**src/rtl/axi4_write_cmd_queue_if.sv**
```systemverilog
// Bundle of the command, write-issue and status signals of the write command queue.
// The slave view belongs to the queue; the master view drives it.
// Handshakes: a command transfers on a cycle where cmd_valid && cmd_ready, and a write
// issues on a cycle where write_start && write_ready. A valid side holds its payload
// stable until the transfer, and ready never depends combinationally on valid.
interface axi4_write_cmd_queue_if #(
    parameter int P_ADDR_WIDTH      = 32,
    parameter int P_DATA_WIDTH      = 256,
    parameter int P_DEPTH           = 8,
    parameter int P_MAX_OUTSTANDING = 4
);
    localparam int LEVEL_W = $clog2(P_DEPTH) + 1;
    localparam int OUTST_W = $clog2(P_MAX_OUTSTANDING) + 1;

    logic                    cmd_valid;
    logic                    cmd_ready;
    logic [P_ADDR_WIDTH-1:0] cmd_addr;
    logic [P_DATA_WIDTH-1:0] cmd_data;
    logic                    drain;
    logic                    drained;
    logic                    write_start;
    logic [P_ADDR_WIDTH-1:0] write_addr;
    logic [P_DATA_WIDTH-1:0] write_data;
    logic                    write_ready;
    logic                    write_done;
    logic                    write_error;
    logic [LEVEL_W-1:0]      level;
    logic [OUTST_W-1:0]      outstanding;
    logic [15:0]             err_count;
    logic                    dbg_state;   // 0 = RUN, 1 = DRAIN

    modport master (
        output cmd_valid, cmd_addr, cmd_data, drain, write_ready, write_done, write_error,
        input  cmd_ready, drained, write_start, write_addr, write_data, level, outstanding,
               err_count, dbg_state
    );

    modport slave (
        input  cmd_valid, cmd_addr, cmd_data, drain, write_ready, write_done, write_error,
        output cmd_ready, drained, write_start, write_addr, write_data, level, outstanding,
               err_count, dbg_state
    );
endinterface

```
**src/rtl/axi4_write_cmd_queue.sv**
```systemverilog
// Write command queue: buffers address/data commands in a FIFO, issues them to an
// AXI4 write master while limiting issued-but-not-completed writes, counts error
// completions, and supports a drain request that stops intake and waits for idle.
module axi4_write_cmd_queue #(
    parameter int P_ADDR_WIDTH      = 32,
    parameter int P_DATA_WIDTH      = 256,
    parameter int P_DEPTH           = 8,
    parameter int P_MAX_OUTSTANDING = 4
) (
    input logic                   clock,
    input logic                   reset,
    axi4_write_cmd_queue_if.slave bus
);
    localparam int PTR_W   = $clog2(P_DEPTH);
    localparam int LEVEL_W = PTR_W + 1;
    localparam int OUTST_W = $clog2(P_MAX_OUTSTANDING) + 1;
    localparam int ENTRY_W = P_ADDR_WIDTH + P_DATA_WIDTH;
    localparam logic [LEVEL_W-1:0] DEPTH_L = LEVEL_W'(P_DEPTH);
    localparam logic [OUTST_W-1:0] MAXO_L  = OUTST_W'(P_MAX_OUTSTANDING);

    typedef enum logic {RUN = 1'b0, DRAIN = 1'b1} state_t;

    state_t             state;
    state_t             state_nxt;
    logic [ENTRY_W-1:0] mem [P_DEPTH];
    logic [PTR_W-1:0]   wr_ptr;
    logic [PTR_W-1:0]   rd_ptr;
    logic [LEVEL_W-1:0] level_q;
    logic [OUTST_W-1:0] outst_q;
    logic [15:0]        err_q;
    logic               empty;
    logic               idle;
    logic               push;
    logic               pop;
    logic               done_ok;
    logic [ENTRY_W-1:0] head;

    assign empty   = (level_q == '0);
    assign idle    = empty && (outst_q == '0);
    assign push    = bus.cmd_valid && bus.cmd_ready;
    assign pop     = bus.write_start && bus.write_ready;
    // A completion with nothing in flight is spurious and must not underflow the count.
    assign done_ok = bus.write_done && (outst_q != '0);

    // The head is forced to zero while empty so the bus never shows stale entries.
    assign head = empty ? '0 : mem[rd_ptr];

    assign bus.cmd_ready   = (level_q < DEPTH_L) && (state == RUN);
    assign bus.write_start = !empty && (outst_q < MAXO_L);
    assign bus.write_addr  = head[ENTRY_W-1:P_DATA_WIDTH];
    assign bus.write_data  = head[P_DATA_WIDTH-1:0];
    assign bus.drained     = (state == DRAIN) && idle;
    assign bus.level       = level_q;
    assign bus.outstanding = outst_q;
    assign bus.err_count   = err_q;
    assign bus.dbg_state   = state;

    // FIFO storage; entries need no reset because the head is masked while empty.
    always_ff @(posedge clock) begin
        if (push) begin
            mem[wr_ptr] <= {bus.cmd_addr, bus.cmd_data};
        end
    end

    // FIFO pointers and occupancy; pointers wrap naturally at the power-of-2 depth.
    always_ff @(posedge clock) begin
        if (reset) begin
            wr_ptr  <= '0;
            rd_ptr  <= '0;
            level_q <= '0;
        end else begin
            if (push) wr_ptr <= wr_ptr + PTR_W'(1);
            if (pop)  rd_ptr <= rd_ptr + PTR_W'(1);
            case ({push, pop})
                2'b10:   level_q <= level_q + LEVEL_W'(1);
                2'b01:   level_q <= level_q - LEVEL_W'(1);
                default: level_q <= level_q;
            endcase
        end
    end

    // Issued-but-not-completed write count.
    always_ff @(posedge clock) begin
        if (reset) begin
            outst_q <= '0;
        end else begin
            case ({pop, done_ok})
                2'b10:   outst_q <= outst_q + OUTST_W'(1);
                2'b01:   outst_q <= outst_q - OUTST_W'(1);
                default: outst_q <= outst_q;
            endcase
        end
    end

    // Saturating error completion counter; counts spurious completions too.
    always_ff @(posedge clock) begin
        if (reset) begin
            err_q <= '0;
        end else if (bus.write_done && bus.write_error && (err_q != 16'hFFFF)) begin
            err_q <= err_q + 16'd1;
        end
    end

    // Drain FSM state register.
    always_ff @(posedge clock) begin
        if (reset) begin
            state <= RUN;
        end else begin
            state <= state_nxt;
        end
    end

    // Drain FSM next state: leave DRAIN on the cycle the drained pulse is shown.
    always_comb begin
        state_nxt = state;
        case (state)
            RUN:     if (bus.drain) state_nxt = DRAIN;
            DRAIN:   if (idle)      state_nxt = RUN;
            default: state_nxt = RUN;
        endcase
    end
endmodule

```
**src/flat_wrapper.sv**
```systemverilog
// flat-port wrapper written by rule: the top's interface ports become plain ports
module axi4_write_cmd_queue_flat 
#(
    parameter int P_ADDR_WIDTH      = 32,
    parameter int P_DATA_WIDTH      = 256,
    parameter int P_DEPTH           = 8,
    parameter int P_MAX_OUTSTANDING = 4
)
  (clock, reset, bus_cmd_valid, bus_cmd_addr, bus_cmd_data, bus_drain, bus_write_ready, bus_write_done, bus_write_error, bus_cmd_ready, bus_drained, bus_write_start, bus_write_addr, bus_write_data, bus_level, bus_outstanding, bus_err_count, bus_dbg_state);
  axi4_write_cmd_queue_if #(.P_ADDR_WIDTH(P_ADDR_WIDTH), .P_DATA_WIDTH(P_DATA_WIDTH), .P_DEPTH(P_DEPTH), .P_MAX_OUTSTANDING(P_MAX_OUTSTANDING)) bus_i ();
  input logic clock;
  input logic reset;
  input wire logic [$bits(bus_i.cmd_valid)-1:0] bus_cmd_valid;
  input wire logic [$bits(bus_i.cmd_addr)-1:0] bus_cmd_addr;
  input wire logic [$bits(bus_i.cmd_data)-1:0] bus_cmd_data;
  input wire logic [$bits(bus_i.drain)-1:0] bus_drain;
  input wire logic [$bits(bus_i.write_ready)-1:0] bus_write_ready;
  input wire logic [$bits(bus_i.write_done)-1:0] bus_write_done;
  input wire logic [$bits(bus_i.write_error)-1:0] bus_write_error;
  output wire logic [$bits(bus_i.cmd_ready)-1:0] bus_cmd_ready;
  output wire logic [$bits(bus_i.drained)-1:0] bus_drained;
  output wire logic [$bits(bus_i.write_start)-1:0] bus_write_start;
  output wire logic [$bits(bus_i.write_addr)-1:0] bus_write_addr;
  output wire logic [$bits(bus_i.write_data)-1:0] bus_write_data;
  output wire logic [$bits(bus_i.level)-1:0] bus_level;
  output wire logic [$bits(bus_i.outstanding)-1:0] bus_outstanding;
  output wire logic [$bits(bus_i.err_count)-1:0] bus_err_count;
  output wire logic [$bits(bus_i.dbg_state)-1:0] bus_dbg_state;
  assign bus_i.cmd_valid = bus_cmd_valid;
  assign bus_i.cmd_addr = bus_cmd_addr;
  assign bus_i.cmd_data = bus_cmd_data;
  assign bus_i.drain = bus_drain;
  assign bus_i.write_ready = bus_write_ready;
  assign bus_i.write_done = bus_write_done;
  assign bus_i.write_error = bus_write_error;
  assign bus_cmd_ready = bus_i.cmd_ready;
  assign bus_drained = bus_i.drained;
  assign bus_write_start = bus_i.write_start;
  assign bus_write_addr = bus_i.write_addr;
  assign bus_write_data = bus_i.write_data;
  assign bus_level = bus_i.level;
  assign bus_outstanding = bus_i.outstanding;
  assign bus_err_count = bus_i.err_count;
  assign bus_dbg_state = bus_i.dbg_state;
  axi4_write_cmd_queue #(.P_ADDR_WIDTH(P_ADDR_WIDTH), .P_DATA_WIDTH(P_DATA_WIDTH), .P_DEPTH(P_DEPTH), .P_MAX_OUTSTANDING(P_MAX_OUTSTANDING)) u_core (.clock(clock), .reset(reset), .bus(bus_i));
endmodule
```
**config.mk**
```make
export PLATFORM = sky130hd
export DESIGN_NAME = axi4_write_cmd_queue_flat
export DESIGN_NICKNAME = d
export VERILOG_FILES = /design/src/rtl/axi4_write_cmd_queue_if.sv /design/src/rtl/axi4_write_cmd_queue.sv /design/src/flat_wrapper.sv
export SDC_FILE = /design/constraint.sdc
export NUM_CORES = 2
export LEC_CHECK = 0
export CORE_MARGIN = 2
export CORE_UTILIZATION = 40
export DETAILED_ROUTE_END_ITERATION = 10
export GPL_ROUTABILITY_DRIVEN = 0
export PLACE_DENSITY = 0.64
export SYNTH_ARGS = -nofsm -noshare
export SYNTH_HDL_FRONTEND = slang
export SYNTH_SLANG_ARGS = --single-unit
export TNS_END_PERCENT = 20
```
**constraint.sdc**
```tcl
create_clock -name clock -period 30.4 [get_ports clock]
set_clock_uncertainty 0.1 [all_clocks]
set_input_delay 3.04 -clock clock [delete_from_list [all_inputs] [get_ports clock]]
set_output_delay 3.04 -clock clock [all_outputs]
set_load 0.02 [all_outputs]
```
After elaboration in Yosys (flattened, before gate mapping)
Memory sizes are Yosys's and may differ from the RTL's. A register that Yosys moved wholly into a read port is not among the register bits. Cells that the tools add are included.

Register bits: 30. RAM bits: 2304. Input bits: 295. Output and inout port bits: 315. Logic and storage cells: 47. Memories: 1.

Add/subtract/negate cells: 7. Order comparisons: 2. Eq/ne operators: 5. Multiplexer cells: 10. Bitwise operators: 1. Reduce and logical (&&, ||, !) cells: 15.

Memory list: u_core.mem (depth 8, width 288, rd ports 1, clocked after Yosys merged registers in 1, wr ports 1, RTL line axi4_write_cmd_queue.sv:25) `logic [ENTRY_W-1:0] mem [P_DEPTH];`.

Operators with widths (number): $mux 288 (1); $add 16x1->16 const B (1); $ne 16x16->1 const B (1); $add 3x1->3 const B (3); $logic_and 1x1->1 (9); $pmux 4 s2 (1); $mux 3 (2); $pmux 3 s2 (1); $add 4x1->4 const B (1); $eq 2x1->1 const B (2); $eq 2x2->1 const B (2); $logic_not 4->1 (1); $lt 4x4->1 const B (1); $mux 1 (4); $reduce_bool 2->1 (2); $sub 4x1->4 const B (1); $logic_not 3->1 (1); $lt 3x3->1 const B (1); $reduce_bool 3->1 (1); $sub 3x1->3 const B (1); $pmux 1 s2 (1); $logic_not 1->1 (1); $not 1->1 (1).

Longest topological paths before layout
Word-level depth: 6. Depth in mapped cells: 11. Depth with buffers taken out: 11.

Worst setup path before layout
OpenSTA, ideal clock, no wires.

Path type: input -> register. From: input bus_cmd_valid. To: memory u_core.mem[0][0] (netlist name) (enable). Setup time: 1.291 ns. Arrival: 22.847 ns. Required time: 29.009 ns. Path slack: 6.162 ns. Stages: 3. Path buffers: 0. Cell sequence: nand2_1 -> or2_2 -> nor3_1.

Cells in the longest elaborated chain, start to end: 3.

RTL lines: from (decl) (RTL line flat_wrapper.sv:13) `input wire logic [$bits(bus_i.cmd_valid)-1:0] bus_cmd_valid;`; $logic_and 1x1->1 (RTL line axi4_write_cmd_queue.sv:40) `assign push = bus.cmd_valid && bus.cmd_ready;`; $mux 1 (RTL line axi4_write_cmd_queue.sv:60) `if (push) begin`; $mux 1 (not written as such) (RTL line axi4_write_cmd_queue.sv:61) `mem[wr_ptr] <= {bus.cmd_addr, bus.cmd_data};`; to (decl) (RTL line axi4_write_cmd_queue.sv:25).

Every way passes these cells.

==> results.json <==
{
  "relSlewSlack_pct": 24.11,
  "timing.rr.start": "u_core.bus.level[3]",
  "start_util_pct": 40.11,
  "finalSetupViolations": 0,
  "stdcell_count": 7758,
  "async_flop_share_pct": 0,
  "hold_class": "reg -> reg",
  "post_drt_wl_per_cell_um": 25.62,
  "mostFrequentLayoutCells": "2304 x edfxtp_1, 609 x clkdlybuf4s50_1, 576 x mux4_2",
  "status": "completed",
  "yosysTopAreaCell": "edfxtp_1",
  "grt_pass1_wl_um": 287600,
  "first_pass_iters": 5,
  "first_iter_violations": 2937,
  "grt_util_met3_pct": 4.765,
  "yosys_register_bits": 2337,
  "ant_nets": 0,
  "synth_nets": 4151,
  "cts_hold_buf": 0,
  "drive_above_1_share_pct": 21.10,
  "final_max_slew_viol_count": 0,
  "syn_inst": 3848,
  "busiest_layer": "met2",
  "worst_ir_drop_vdd_uv": 98.68,
  "drc": 0,
  "timing.final.crit_share_pct": 29.36,
  "cts_tree": "yes",
  "vias_per_cell": 5.281,
  "placementRows": 173,
  "grt_use_met2_pct": 28.37,
  "die_area_mm2": 0.2260,
  "area_growth_pct": 19.44,
  "die_y_um": 475.4,
  "r2r-end": "u_core.mem[7][115]",
  "synth_top_area_share_pct": 77.82,
  "preCtsSetupSlack_ns": 22.15,
  "grt_setup_unrepaired": "no",
  "r2r_cells": 6,
  "synth_cell_type_count": 46,
  "cap_viol_max_count": 0,
  "yosysSeqAreaShare_pct": 78.57,
  "cts_root_buf": "clkbuf_16",
  "htree_levels": 4,
  "core_area_mm2": 0.2217,
  "synth_edf_count": 2304,
  "use_met1_pct": 22.12,
  "cts.path.max_buffers": 3,
  "max_freq_mhz": 112.1,
  "worst_slew_pin_slew_ns": 1.136,
  "wl_um": 198700,
  "fp.dieW_um": 475.4,
  "fillers": 18020,
  "cp-start-kind": "flip-flop",
  "postCtsSetupBuffers": 0,
  "top_level_ports": 610,
  "min_period_ns": 8.925,
  "tns_ns": 0,
  "hpwlAfterDp_um": 107500,
  "worst-endpoint-required_ns": 27.26,
  "cts_resized": 0,
  "ys_top_cells_by_area": "edfxtp_1 78%, mux4_2 15%, mux2i_1 3.3%",
  "critPathKind": "reg -> out",
  "clock_latency_ns": 0.86,
  "overflow": 0,
  "hold-path-cell-count": 2,
  "worstHoldEndpoint": "u_core.wr_ptr[0]",
  "post-place-cells": 7295,
  "endpoint_kind": "output port",
  "clk_pin_slew_worst_paths_ns": 0.06,
  "hold_violations": 0,
  "ys.warnings.count": 0,
  "cellLeakagePower_nw": 31.89,
  "p_per_area_mw_per_mm2": 87.41,
  "ys.flop_type": "edfxtp_1",
  "critical_path_arrival_ns": 5.78,
  "vias": 40970,
  "grt_use_total_pct": 17.23,
  "fin_ws_ns": 21.48,
  "hold_start": "u_core.wr_ptr[0]",
  "synth.avg_cell_area_um2": 23.10,
  "grt_pass1_vias": 42470,
  "syn_area_mm2": 0.08890,
  "cts-buffers-inserted": 231,
  "clock-sinks": 2337,
  "layout_commonest_cell": "edfxtp_1",
  "antenna_found_initial": 56,
  "rrSetupSlack_ns": 25.48,
  "nets": 4856,
  "port_buffers": 609,
  "grt_max_degree": 166,
  "finalPower_mw": 9.282,
  "critPathMaxFanout": 89
}
## layout make-up
| type | instances | area [µm²] | share of cell area (%) |
|---|---|---|---|
| diodes | 25 | 62.56 | 0.05892 |
| clock buffers | 287 | 6146 | 5.788 |
| clock inverters | 151 | 1593 | 1.500 |
| inverters | 6 | 22.52 | 0.02121 |
| multi-input cells | 1305 | 18010 | 16.96 |
| flip-flops and latches | 2337 | 69860 | 65.79 |
| well taps | 2975 | 3722 | 3.506 |
| repair buffers | 672 | 6769 | 6.375 |
## layer usage
metal / up-vias / routed length, µm
li1: 17570 / -
met1: 21860 / 80220
met2: 1142 / 99080
met3: 343 / 13680
met4: 52 / 5409
met5: - / 332
## kinds of logic (layout without fill, tap and decap cells)
kind of cell    count (synthesis)  after routing  synth area share (%)
buf+inv                       206           1116                 1.244
simple gates                  384            384                 1.835
other cells                     0             25                     0
flops                        2337           2337                 78.57
mux                           871            871                 17.92
compound gates                 33             33                0.2252
fa+ha+maj                       8              8                0.1210
xor+xnor                        9              9               0.08867
## report_power, final
part	leakage, nW	internal, mW	total, mW	switching (mW)
Sequential	21.1	3.71	3.77	0.0573
Clock	3.76	1.67	2.87	1.20
Combinational	7.00	1.18	2.65	1.47
## synth_stat cells, drive strengths merged (3+ instances only)
| library cell | number |
|---|---|
| mux2i | 291 |
| edfxtp | 2304 |
| dfxtp | 33 |
| buf | 178 |
| nor2 | 317 |
| nor3 | 8 |
| o21ai | 8 |
| inv | 6 |
| clkbuf | 22 |
| mux4 | 576 |
| nand4 | 8 |
| ha | 7 |
| xor2 | 7 |
| mux2 | 4 |
| nand2 | 10 |
| nand2b | 4 |
| nor2b | 6 |
| nand3 | 8 |
| or4b | 3 |
| a21oi | 14 |
| or3 | 6 |
## worst max-delay path by stage
stage	startpoint	endpoint	slack, ns
3_5_place_dp	flip-flop	bus_write_addr[1]	22.15
6_report	flip-flop	bus_write_data[52]	21.48
3_3_place_gp	flip-flop	bus_write_addr[1]	22.16
2_1_floorplan	bus_cmd_valid	u_core.mem[0][0]	6.16
5_1_grt	flip-flop	bus_write_data[56]	20.82
4_1_cts	flip-flop	bus_write_data[102]	21.14
## stage by stage
step	area (µm²)	utilization (%)	hold slack (ns)
after global routing	106200	47.90	0.4108
after CTS	106100	47.88	0.3935
after global placement	98380	44.39	0.3865
after detailed placement	98380	44.39	0.3808
final	106200	47.91	0.3943
after floorplan	88900	-	0.3622
## registers in the layout, indices dropped and copies added (netlist names), named ones only
| signal | count |
|---|---|
| u_core.mem | 2304 |
| u_core.rd_ptr | 3 |
| u_core.bus.level | 4 |
| u_core.wr_ptr | 3 |
| u_core.bus.dbg_state | 1 |
| u_core.bus.outstanding | 3 |
| u_core.bus.err_count | 16 |
## critical path: stages, from the launching register on
cell             delay (ns)
dfxtp_4                0.97
buf_12                 0.50
buf_4                  0.80
buf_4                  0.75
mux4_2                 0.60
mux2i_1                0.16
nor2_1                 0.07
clkdlybuf4s50_1        0.62
No activity file was read; power rests on OpenSTA's default activity.
